<file path="src/rtl/traffic_pkg.sv">
// traffic_pkg: phase encoding, lamp codes and width helper shared by the intersection controller.
package traffic_pkg;
  typedef enum logic [2:0] {GREEN, YELLOW, CLEAR, WALK, CLEAR2, FLASH} phase_e;
  localparam logic [2:0] LAMP_G   = 3'b100;
  localparam logic [2:0] LAMP_Y   = 3'b010;
  localparam logic [2:0] LAMP_R   = 3'b001;
  localparam logic [2:0] LAMP_OFF = 3'b000;
  function automatic int dir_w(input int n);
    return (n > 2) ? $clog2(n) : 1;
  endfunction
endpackage

</file>
<file path="src/rtl/tick_gen.sv">
// tick_gen: free-running prescaler emitting a one-cycle tick every CLK_FREQ/TICK_HZ cycles, with sync clear.
module tick_gen #(
  parameter int CLK_FREQ = 125_000_000,
  parameter int TICK_HZ  = 1
) (
  input  logic clk,
  input  logic rst,
  input  logic clr,
  output logic tick
);
  localparam int TICK_CYC = CLK_FREQ / TICK_HZ;
  localparam int W = $clog2(TICK_CYC);
  logic [W-1:0] cnt_q;
  assign tick = cnt_q == W'(TICK_CYC - 1);
  always_ff @(posedge clk) cnt_q <= (rst || clr || tick) ? '0 : cnt_q + 1'b1;
endmodule

</file>
<file path="src/rtl/traffic_intersection_ctrl.sv">
// traffic_intersection_ctrl: rotates right-of-way over NUM_DIR approaches with clearance, pedestrian walk and night flash.
module traffic_intersection_ctrl
  import traffic_pkg::*;
#(
  parameter int CLK_FREQ = 125_000_000,
  parameter int TICK_HZ  = 1,
  parameter int NUM_DIR  = 2,
  parameter int CNT_W    = 4,
  parameter int GREEN_T  = 9,
  parameter int YELLOW_T = 3,
  parameter int CLEAR_T  = 1,
  parameter int WALK_T   = 6
) (
  input  logic                          clk,
  input  logic                          rst,
  input  logic                          ped_btn,
  input  logic                          night,
  output logic [3*NUM_DIR-1:0]          car_light,
  output logic                          walk,
  output logic                          ped_pending,
  output logic [CNT_W-1:0]              countdown,
  output logic [dir_w(NUM_DIR)-1:0]     cur_dir,
  output logic                          tick
);
  localparam int DW = dir_w(NUM_DIR);
  localparam int T_MAX = (1 << CNT_W) - 1;
  if (GREEN_T < 1 || GREEN_T > T_MAX || YELLOW_T < 1 || YELLOW_T > T_MAX ||
      CLEAR_T < 1 || CLEAR_T > T_MAX || WALK_T < 1 || WALK_T > T_MAX ||
      CLK_FREQ / TICK_HZ < 2 || NUM_DIR < 2 || NUM_DIR > 8) begin : g_bad_param
    $error("traffic_intersection_ctrl: illegal parameter set");
  end
  phase_e               state_q, state_d;
  logic [DW-1:0]        dir_q, dir_d, dir_inc;
  logic [CNT_W-1:0]     cnt_q, cnt_d;
  logic                 ped_q, ped_d, flash_q, flash_d, ff_q, ff_d, walk_q, tick_q, tick_w;
  logic [3*NUM_DIR-1:0] light_q, light_d;
  tick_gen #(.CLK_FREQ(CLK_FREQ), .TICK_HZ(TICK_HZ)) u_tick (
    .clk(clk), .rst(rst), .clr(state_d != state_q), .tick(tick_w)
  );
  assign dir_inc = (dir_q == DW'(NUM_DIR - 1)) ? '0 : dir_q + 1'b1;
  // ff_q marks the clearance that follows FLASH, which restarts rotation at approach 0
  always_comb begin
    state_d = state_q;
    dir_d   = dir_q;
    cnt_d   = cnt_q;
    flash_d = flash_q;
    ff_d    = ff_q;
    ped_d   = ped_q | (ped_btn && state_q != WALK);
    if (state_q == FLASH) begin
      ped_d = 1'b0;
      if (tick_w) begin
        flash_d = ~flash_q;
        if (!night) begin
          state_d = CLEAR;
          cnt_d   = CNT_W'(CLEAR_T);
          dir_d   = '0;
          ff_d    = 1'b1;
        end
      end
    end else if (tick_w && cnt_q != CNT_W'(1)) begin
      cnt_d = cnt_q - 1'b1;
    end else if (tick_w) begin
      case (state_q)
        GREEN:  begin state_d = YELLOW; cnt_d = CNT_W'(YELLOW_T); end
        YELLOW: begin state_d = CLEAR;  cnt_d = CNT_W'(CLEAR_T);  end
        WALK:   begin state_d = CLEAR2; cnt_d = CNT_W'(CLEAR_T);  end
        default: begin
          ff_d = 1'b0;
          if (night) begin
            state_d = FLASH;
            cnt_d   = '0;
            flash_d = 1'b0;
            ped_d   = 1'b0;
          end else if (state_q == CLEAR && ped_d) begin
            state_d = WALK;
            cnt_d   = CNT_W'(WALK_T);
            ped_d   = 1'b0;
          end else begin
            state_d = GREEN;
            cnt_d   = CNT_W'(GREEN_T);
            dir_d   = ff_q ? dir_q : dir_inc;
          end
        end
      endcase
    end
  end
  always_comb begin
    light_d = '0;
    for (int d = 0; d < NUM_DIR; d++)
      light_d[3*d +: 3] = (state_d == FLASH) ? (flash_d ? LAMP_Y : LAMP_OFF) :
                          ((state_d == GREEN || state_d == YELLOW) && dir_d == DW'(d)) ?
                          ((state_d == GREEN) ? LAMP_G : LAMP_Y) : LAMP_R;
  end
  always_ff @(posedge clk) begin
    if (rst) begin
      state_q <= GREEN;
      dir_q   <= '0;
      cnt_q   <= CNT_W'(GREEN_T);
      ped_q   <= 1'b0;
      flash_q <= 1'b0;
      ff_q    <= 1'b0;
      walk_q  <= 1'b0;
      tick_q  <= 1'b0;
      light_q <= {{(NUM_DIR-1){LAMP_R}}, LAMP_G};
    end else begin
      state_q <= state_d;
      dir_q   <= dir_d;
      cnt_q   <= cnt_d;
      ped_q   <= ped_d;
      flash_q <= flash_d;
      ff_q    <= ff_d;
      walk_q  <= state_d == WALK;
      tick_q  <= tick_w;
      light_q <= light_d;
    end
  end
  assign car_light   = light_q;
  assign walk        = walk_q;
  assign ped_pending = ped_q;
  assign countdown   = cnt_q;
  assign cur_dir     = dir_q;
  assign tick        = tick_q;
endmodule
</file>
<file path="config.mk">
export PLATFORM = sky130hd
export DESIGN_NAME = traffic_intersection_ctrl
export DESIGN_NICKNAME = d
export VERILOG_FILES = /design/src/rtl/traffic_pkg.sv /design/src/rtl/tick_gen.sv /design/src/rtl/traffic_intersection_ctrl.sv
export SDC_FILE = /design/constraint.sdc
export NUM_CORES = 1
export LEC_CHECK = 0
export ABC_AREA = 1
export CAP_MARGIN = 5
export CORE_ASPECT_RATIO = 2
export CORE_MARGIN = 5
export CORE_UTILIZATION = 30
export CTS_BUF_LIST = sky130_fd_sc_hd__clkbuf_4
export CTS_CLUSTER_DIAMETER = 200
export DETAILED_ROUTE_END_ITERATION = 8
export REMOVE_ABC_BUFFERS = 1
export SLEW_MARGIN = 10
export SYNTH_ARGS = -nofsm -noshare
export SYNTH_HDL_FRONTEND = slang
export SYNTH_SLANG_ARGS = --single-unit
</file>
<file path="constraint.sdc">
create_clock -name clk -period 1.8 [get_ports clk]
set_input_delay 0.27 -clock clk [delete_from_list [all_inputs] [get_ports clk]]
set_output_delay 0.27 -clock clk [all_outputs]
set_load 0.01 [all_outputs]
</file>
### Word-level counts from Yosys, hierarchy flattened

Cells that the tools add are included.

| cells by class | value |
|---|---|
| reduce and logical (&&, ||, !) cells | 16 |
| shifts and indexed selects | 0 |
| equality and inequality tests | 15 |
| multipliers | 0 |
| muxes and demuxes | 49 |
| div/mod/pow operators | 0 |
| order comparisons | 0 |
| bitwise gates (word level) | 3 |
| add/sub/neg operators | 3 |

Operators with widths:

| operator | number |
|---|---|
| 2-to-1 mux 3 bit | 11 |
| 2-to-1 mux 4 bit | 7 |
| adder 27 x 1 -> 27 bit (second input constant) | 1 |
| == test 27 bit (second input constant) | 1 |
| 2-to-1 mux 1 bit | 27 |
| == test 3 x 2 -> 1 bit (second input constant) | 3 |
| case mux 3 bit (3 select lines) | 1 |
| case mux 4 bit (2 select lines) | 1 |
| == test 3 x 1 -> 1 bit (second input constant) | 2 |
| == test 3 bit (second input constant) | 2 |
| logical NOT 3 bit | 2 |
| inequality test 2 bit (second input constant) | 3 |
| logical AND 1 bit | 5 |
| AND reduction 5 bit | 1 |
| 2-to-1 mux 2 bit | 2 |
| inequality test 4 x 1 -> 1 bit (second input constant) | 1 |
| OR reduction 2 bit | 2 |
| subtractor 4 x 1 -> 4 bit (second input constant) | 1 |
| logical OR 1 bit | 3 |
| inequality test 3 x 2 -> 1 bit (second input constant) | 1 |
| inequality test 3 bit | 1 |
| AND reduction 3 bit | 1 |
| OR reduction 3 bit | 1 |
| inequality test 2 x 1 -> 1 bit (second input constant) | 1 |
| 4 further kinds | 5 |

| storage, ports and cells | value |
|---|---|
| RAM bits | 0 |
| latch bits | 0 |
| word-level logic and storage cells | 96 |
| input port bits | 4 |
| memory bits (read-only) | 0 |
| output and inout port bits | 14 |
| memories | 0 |
| register bits after elaboration | 46 |

### Logic depth before layout (Yosys ltp)

Gate-level depths: netlist of run 1.

| depth | value |
|---|---|
| depth in word-level cells | 15 |
| depth in mapped cells | 13 |
| mapped depth without buffers | 13 |

### Modules after synthesis

A second synthesis of run 1 with hierarchy kept.

| second synthesis, totals | value |
|---|---|
| cell total of the unflattened synthesis | 400 |
| area total of the unflattened synthesis | 2558.7 um2 |

By module, submodules not included:

| module | cells each | area each (um2) | seq. area each (um2) | instances |
|---|---|---|---|---|
| tick_gen | 242 | 1539.0 | 540.5 | 1 |
| traffic_intersection_ctrl | 158 | 1019.7 | 380.4 | 1 |

### Least setup slack after synthesis of run 1

No wires, ideal clock.

| timing | value |
|---|---|
| path type | flip-flop to flip-flop |
| start point | reg u_tick.cnt_q[0] |
| end point | reg light_q[3], in the netlist car_light[3] |
| setup time | 119 ps |
| path slack | 16 ps |
| data arrival time | 1665 ps |
| buffers on the path | 0 |
| clock period less this slack | 1784 ps |
| stages on the path, launching flop included | 13 |
| required time | 1681 ps |
| path through | dfxtp_1 -> ha_1 -> nand2_2 -> nor2_8 -> nand2_4 -> nor2_8 -> nand3_4 -> nor2_8 -> nand2_4 -> a21oi_4 -> nand3_1 -> o21ai_0 -> nand2_1 |

| on the way | value |
|---|---|
| longest elaborated chain between the ends | 9 |
| elaborated cells between the ends (all ways) | 17 |
| classes of those cells | eq/ne (3); mux (10); reduce/logical (4) |

RTL lines:

| what | RTL line | RTL |
|---|---|---|
| start, declared | tick_gen.sv:13 | `logic [W-1:0] cnt_q;` |
| start signal, assigned | tick_gen.sv:15 | `always_ff @(posedge clk) cnt_q <= (rst \|\| clr \|\| tick) ? '0 : cnt_q + 1'b1;` |
| == test 27 bit (*) | tick_gen.sv:14 | `assign tick = cnt_q == W'(TICK_CYC - 1);` |
| 2-to-1 mux 3 bit or logical AND 1 bit (tied branches) | traffic_intersection_ctrl.sv:62, traffic_intersection_ctrl.sv:60 |  |
| 2-to-1 mux 3 bit | traffic_intersection_ctrl.sv:60 | `end else if (tick_w && cnt_q != CNT_W'(1)) begin` |
| 2-to-1 mux 3 bit | traffic_intersection_ctrl.sv:49 | `if (state_q == FLASH) begin` |
| == test 3 x 1 -> 1 bit or logical NOT 3 bit (tied branches) | traffic_intersection_ctrl.sv:91 | `((state_d == GREEN \|\| state_d == YELLOW) && dir_d == DW'(d)) ?` |
| logical OR 1 bit | traffic_intersection_ctrl.sv:91 |  |
| logical AND 1 bit | traffic_intersection_ctrl.sv:91 |  |
| 2-to-1 mux 3 bit | traffic_intersection_ctrl.sv:91 |  |
| 2-to-1 mux 3 bit (*) | traffic_intersection_ctrl.sv:90 | `light_d[3*d +: 3] = (state_d == FLASH) ? (flash_d ? LAMP_Y : LAMP_OFF) :` |
| end signal, assigned | traffic_intersection_ctrl.sv:104 | `light_q <= {{(NUM_DIR-1){LAMP_R}}, LAMP_G};` |
| end signal, assigned | traffic_intersection_ctrl.sv:114 | `light_q <= light_d;` |
| end, declared | traffic_intersection_ctrl.sv:36 | `logic [3*NUM_DIR-1:0] light_q, light_d;` |

Mark *: on every way between the ends. The rest lies on a longest branch, timed or not.
A chain may end at the register's enable or synchronous reset.

### Worst setup path after layout of run 1

| timing | value |
|---|---|
| start point | reg u_tick.cnt_q[0] |
| end point | reg light_q[4], in the netlist car_light[4] |

| on the way | value |
|---|---|
| longest elaborated chain between the ends | 9 |
| elaborated cells between the ends (all ways) | 23 |
| classes of those cells | eq/ne (3); mux (16); reduce/logical (4) |

RTL lines:

| what | RTL line |
|---|---|
| == test 27 bit (*) | tick_gen.sv:14 |
| 2-to-1 mux 3 bit or logical AND 1 bit (tied branches) | traffic_intersection_ctrl.sv:62, traffic_intersection_ctrl.sv:60 |
| 2-to-1 mux 3 bit | traffic_intersection_ctrl.sv:60 |
| 2-to-1 mux 3 bit | traffic_intersection_ctrl.sv:49 |
| == test 3 x 1 -> 1 bit or logical NOT 3 bit (tied branches) | traffic_intersection_ctrl.sv:91, traffic_intersection_ctrl.sv:92 |
| logical OR 1 bit | traffic_intersection_ctrl.sv:91 |
| logical AND 1 bit | traffic_intersection_ctrl.sv:91 |
| 2-to-1 mux 3 bit | traffic_intersection_ctrl.sv:91 |
| 2-to-1 mux 3 bit (*) | traffic_intersection_ctrl.sv:90 |

Marks and branches as above.

==> results_dict.tcl, run 1 <==
set metrics [dict create \
    max-slew-margin-rel_pct 75.4 \
    power.switching_w 0.000444 \
    die_area_um2 11100 \
    die_w_um 76.9 \
    path_class "reg2reg" \
    violations "setup timing" \
    drt_iter0_markers 141 \
    whs_endpoint "ff_q$_SDFFE_PP0P_" \
    grt_max_degree 28 \
    fmax_mhz 531 \
    r2r_setup_slack_ps -80 \
    required_ps 2150 \
    crit_path_end_kind "register" \
    leakage_nw 1.67 \
    ys_ff_latch 46 \
    io_pins 18 \
    grt_usage_pct 14.6 \
    yosys_warnings 0 \
    p_per_area_nw_per_um2 467 \
    ys_types 38 \
    cts_buffers 5 \
    syn_to_final_growth_pct 43.8 \
    hold_viol_final 0 \
    finalSetupViolations 12 \
    clkLatencyLatePin_ps 400 \
    grt_setup_unrepaired "true" \
    reg2reg_from "u_tick.cnt_q[0]$_SDFF_PP0_" \
    combPwrFrac_pct 4.6 \
    synth_top_area_cell "dfxtp_1" \
    viasPerCell 4.90 \
    syn_avg_cell_area_um2 6.85 \
    synth_edf_count 0 \
    clock_power_share_pct 38.1 \
    fin_skew_ps 18.4 \
    synth_area_um2 2690 \
    core_um2 8890 \
    arrival_ps 2230 \
    synthArstFlopShare_pct 0 \
    r2r_cells 11 \
    seq_power_share_pct 57.3 \
    drc 0 \
    grt_pass1_wl_um 13000 \
    clockBufferDepth 2 \
    drt_pass1_iterations 4 \
    crit_path_max_fanout 6 \
    sw_frac_of_total_pct 24.6 \
    wl_per_cell_um 13.8 \
    worst_ir_drop_vdd_mv 0.405 \
    timing.rr.end "car_light[4]$_SDFF_PP0_" \
    fin_ws_ps -84.8 \
    io_buffers 17 \
    grt_pass1_vias 2990 \
    gp_congestion 0.863 \
    hold_class "reg2reg" \
    worst_slew_pin_slew_ps 366 \
    period_needed_ps 1880 \
    synth_common_cells "nand2_1 (96), inv_1 (49), nor2_1 (47)" \
    clockRootBuffer "clkbuf_4" \
    cts_tree "done" \
    layout-drive-gt1-share_pct 33.3 \
    vias 2906 \
    cap_violations 0 \
    ant_nets 0 \
    clock-sinks 46 \
    fin_cells 593 \
    synthCells 392 \
    path_cells "ha_4, nand2_4, nor2_8, nand2_4, nor2_8, nand3_4, nor2_8, nand2_4, a21oi_4, nand4_2, a21oi_1" \
    rows 49 \
    die_h_um 144 \
    netlist.area_leader.share_pct 34.3 \
    startpoint_type "register" \
    placed_area_um2 3430 \
    cp_slowest_cell "dfxtp_2" \
    p_int_w 0.00136 \
    seq_area_frac_synth_pct 34.3 \
    dp_hpwl_um 6160 \
    ys.flop_type "dfxtp_1" \
    post-route-period-util_pct 105 \
    wl_um 8160 \
    preCtsSetupSlack_ps -154 \
    post-route-util_pct 43.4 \
    hold_path_depth 2 \
    antenna_found_initial 1 \
    grt-ovfl-total 0 \
    max_stage_delay_ps 380 \
    worstHoldStart "ff_q$_SDFFE_PP0P_" \
    nets 496 \
    drv_slew 0 \
    start_util_pct 30.2 \
    fin_tns_setup_ps -352 \
    clk_pin_slew_ps 160 \
    cts_max_level 2 \
    outcome "finished, violations left" \
    synth.most_common_cell "nand2_1" \
    yosys-top-cells-area "dfxtp_1 (34%), nand2_1 (13%), inv_1 (6.8%)" \
    numPlacedInstances 568 \
    final_cell_area_um2 3860 \
]
[critical path: cells and delay by family (launching register included)]
family,cells,cell delay (ps)
fa+ha+maj,1,160
compound gates,2,380
simple gates,8,900
flops,1,380
[layout by cell type (no fill, tap or decap), drive strengths merged, types with 2 or more instances in the layout]
master         count
a21oi             25
and3               2
buf               76
clkbuf             6
clkdlybuf4s50     17
clkinvlp           2
dfxtp             46
ha                 3
inv               56
nand2            104
nand3             23
nand4             15
nor2              57
nor3              20
nor3b              8
nor4               5
o21ai             12
or2                4
[cell families after synthesis]
kind of cell	synth area share, %
flops	34.3
xor+xnor	0.652
simple gates	46.7
fa+ha+maj	1.40
buf+inv	8.53
compound gates	8.44
[layer usage]
metal	routed length, um	vias up	GRT usage [%]
li1	-	1466	-
met1	2710	1361	11.6
met2	4900	53	31.2
met3	199	26	2.38
met4	343	0	8.76
met5	0	-	0
[area by class of cell]
cell class,count,area (um^2)
Inverter,56,210
Clock buffer,5,37.5
Multi-Input combinational cell,286,1730
Clock inverter,3,45.0
Antenna cell,1,2.50
Fill cell,880,5030
Timing Repair Buffer,94,782
Sequential cell,46,930
Tap cell,102,128
[power groups by stage]
stage          sequential [W]  combinational (W)  clock [W]
5_1_grt               0.00103          0.0000914   0.000742
3_3_place_gp          0.00105          0.0000656          0
3_5_place_dp          0.00105          0.0000672          0
4_1_cts               0.00103          0.0000709   0.000710
6_report              0.00103          0.0000831   0.000686
2_1_floorplan         0.00105          0.0000229          0
[repair_timing]
item                       in CTS  in global routing
hold buffers                    0                  0
setup endpoints to repair      13                 40
gates resized for setup        20                 34
cloned                          0                  1
pin swaps                      11                 13
setup buffers                   6                  9
[state kept, by name, summed over array words and instances, names as in the netlist]
signal        count
car_light         6
countdown         4
cur_dir           1
ff_q              1
flash_q           1
ped_pending       1
state_q           3
tick              1
u_tick.cnt_q     27
walk              1
[per-stage QoR]
stage	power (W)	hold slack, ps
2_1_floorplan	0.00107	339
3_3_place_gp	0.00112	493
3_5_place_dp	0.00112	496
4_1_cts	0.00181	517
5_1_grt	0.00187	547
6_report	0.00180	513
[worst max path at each step]
stage,end,cells past startpoint,startpoint
after global routing,car_light[4]$_SDFF_PP0_,11,u_tick.cnt_q[0]$_SDFF_PP0_
after detailed placement,u_tick.cnt_q[18]$_SDFF_PP0_,10,u_tick.cnt_q[1]$_SDFF_PP0_
after global placement,u_tick.cnt_q[18]$_SDFF_PP0_,10,u_tick.cnt_q[0]$_SDFF_PP0_
after floorplan,u_tick.cnt_q[11]$_SDFF_PP0_,8,u_tick.cnt_q[0]$_SDFF_PP0_
after CTS,u_tick.cnt_q[26]$_SDFF_PP0_,9,u_tick.cnt_q[0]$_SDFF_PP0_
final,car_light[4]$_SDFF_PP0_,11,u_tick.cnt_q[0]$_SDFF_PP0_
No activity file was read; power rests on OpenSTA's default activity.
==> inputs of run 2 (changes only) <==
- CORE_UTILIZATION: 30 -> 45
- PLACE_DENSITY_LB_ADDON: not set -> 0.3
==> run 2 against run 1 <==
  * Non-clock buffer count down 10
  * Critical endpoint is now u_tick.cnt_q[26]$_SDFF_PP0_
  * The run still ends with setup timing left
  * First-iteration DRC count down 21%
  * Sequential power about the same
  * Final cell count down 8.4%
  * Clock power down 27%
  * Largest cell class unchanged
==> results_dict.tcl, run 2 (synthesis results as in run 1) <==
set metrics [dict create \
    mostFrequentLayoutCell "nand2_1" \
    drt_iter0_markers 111 \
    max-slew-margin-rel_pct 74.3 \
    io_buffers 17 \
    seq_power_share_pct 63.7 \
    clockBufferDepth 2 \
    arrival_ps 2100 \
    mostFrequentLayoutCells "nand2_1 (91), buf_4 (63), inv_1 (45)" \
    placed_area_um2 3340 \
    ant_nets 0 \
    wl_per_cell_um 12.5 \
    die_h_um 119 \
    clock-sinks 46 \
    grt_max_degree 28 \
    die_w_um 64.6 \
    drt_pass1_iterations 4 \
    finalSetupViolations 2 \
    wl_um 6780 \
    hold_viol_final 0 \
    crit_path_end_kind "register" \
    cts_tree "done" \
    dp_hpwl_um 4830 \
    post-route-period-util_pct 100 \
    drv_slew 0 \
    hold_class "reg2reg" \
    antenna_found_initial 0 \
    outcome "finished, violations left" \
    numPlacedInstances 523 \
    grt-ovfl-total 0 \
    period_needed_ps 1810 \
    vias 2794 \
    holdWs_ps 490 \
    startpoint_type "register" \
    gp_congestion 0.965 \
    combPwrFrac_pct 5.4 \
    path_class "reg2reg" \
    final_cell_area_um2 3740 \
    drc 0 \
    layout-drive-gt1-share_pct 33.8 \
    violations "setup timing" \
    fmax_mhz 554 \
    die_area_um2 7710 \
    leakage_nw 1.59 \
    clk_pin_slew_ps 130 \
    fin_ws_ps -5.09 \
    cts_buffers 5 \
    p_int_w 0.00124 \
    viasPerCell 5.15 \
    cap_violations 0 \
    worst_ir_drop_vdd_mv 0.445 \
    clock_power_share_pct 30.9 \
    post-route-util_pct 63.4 \
    regMostFlops "u_tick.cnt_q" \
    power.switching_w 0.000381 \
    clkLatencyLatePin_ps 360 \
    grt_setup_unrepaired "true" \
    ctsHoldBuffers 0 \
    fin_skew_ps 8.25 \
    syn_to_final_growth_pct 39.5 \
    fin_cells 543 \
    core_um2 5910 \
    num-fill-cells 522 \
    nets 486 \
    grt_pass1_vias 2630 \
    grt_pass1_wl_um 11100 \
    sw_frac_of_total_pct 23.6 \
    grt_usage_pct 17.4 \
    worst_slew_pin_slew_ps 381 \
    antennaDiodeCount 0 \
    cts_max_level 2 \
    largest_reg_flops 27 \
    crit_path_max_fanout 4 \
    rows 40 \
    required_ps 2100 \
    start_util_pct 45.5 \
    clockRootBuffer "clkbuf_4" \
    io_pins 18 \
    p_per_area_nw_per_um2 432 \
]
-- run 2: cell types whose count changed in the layout (fill, tap and decap cells not counted), moves of 2 or more --
cell        change
inv_2           +3
nand2_2         -2
inv_1           -3
buf_4          -11
clkinvlp_4      -2
nor4_4          -2
dfxtp_2         +2
nor4_1          +2
nor3_2          +3
dfxtp_1         -3
nor3_1          -3
-- run 2: path summary, 6_finish.rpt --
kind                                   start                           to  slack (ps)  cells after the start
setup / recovery  u_tick.cnt_q[0]$_SDFF_PP0_  u_tick.cnt_q[26]$_SDFF_PP0_          -5                      9
hold / removal     countdown[1]$_SDFFE_PP0P_    countdown[1]$_SDFFE_PP0P_         490                      2
setup reg to reg  u_tick.cnt_q[0]$_SDFF_PP0_  u_tick.cnt_q[26]$_SDFF_PP0_          -5                      9
hold reg to reg    countdown[1]$_SDFFE_PP0P_    countdown[1]$_SDFFE_PP0P_         490                      2
-- run 2: final cells by class --
class	count	area [um^2]	share of cell area, %
inverters	56	210	5.61
flip-flops and latches	46	936	25.0
clock inverters	2	13.8	0.368
clock buffers	6	45.0	1.20
repair buffers	84	724	19.3
multi-input cells	286	1740	46.4
well taps	63	78.8	2.10
-- run 2: what timing repair did --
| action | 4_1_cts | 5_1_grt |
|---|---|---|
| endpoints found under the setup margin | 12 | 24 |
| buffers inserted | 3 | 6 |
| gates cloned | 0 | 3 |
| resized for setup | 12 | 51 |
| pin swaps | 7 | 14 |
-- run 2: routing by layer --
metal | vias to the layer above | track usage, % | share of wire [%]
li1 | 1448 | - | -
met1 | 1265 | 21.9 | 44
met2 | 60 | 29.9 | 50
met3 | 21 | 2.64 | 3.3
met4 | 0 | 5.83 | 3.3
met5 | - | 0 | 0
-- run 2: through the flow --
step                total power, W  setup TNS (ps)  worst slack [ps]
finish                     0.00162           -9.56             -5.09
global route               0.00169           -1110              -133
CTS                        0.00161           -35.3             -35.3
detailed placement         0.00111            -374             -72.5
global placement           0.00111           -76.0             -51.2
floorplan                  0.00107               0              2.05
-- run 2: power by group through the flow --
| stage | Sequential, W | Combinational [W] | Clock, W |
|---|---|---|---|
| after global placement | 0.00105 | 0.0000615 | 0 |
| after CTS | 0.00103 | 0.0000661 | 0.000511 |
| final | 0.00103 | 0.0000871 | 0.000501 |
| after global routing | 0.00103 | 0.0000953 | 0.000558 |
| after floorplan | 0.00105 | 0.0000229 | 0 |
| after detailed placement | 0.00105 | 0.0000627 | 0 |
-- run 2: critical path: stages, from the launching register on --
cell and delay (ps):
dfxtp_2 370, ha_4 150, nand2_4 70, nor2_8 140, nand4_1 170, or3_4 410, nor3_4 140, nand2_1 100
nand2_1 60, nor3b_2 140
==> inputs of run 3 (changes only) <==
- CAP_MARGIN: 5 -> not set
==> results of run 3 <==
No change in the layout: final DEF, timing and power equal those of run 2.
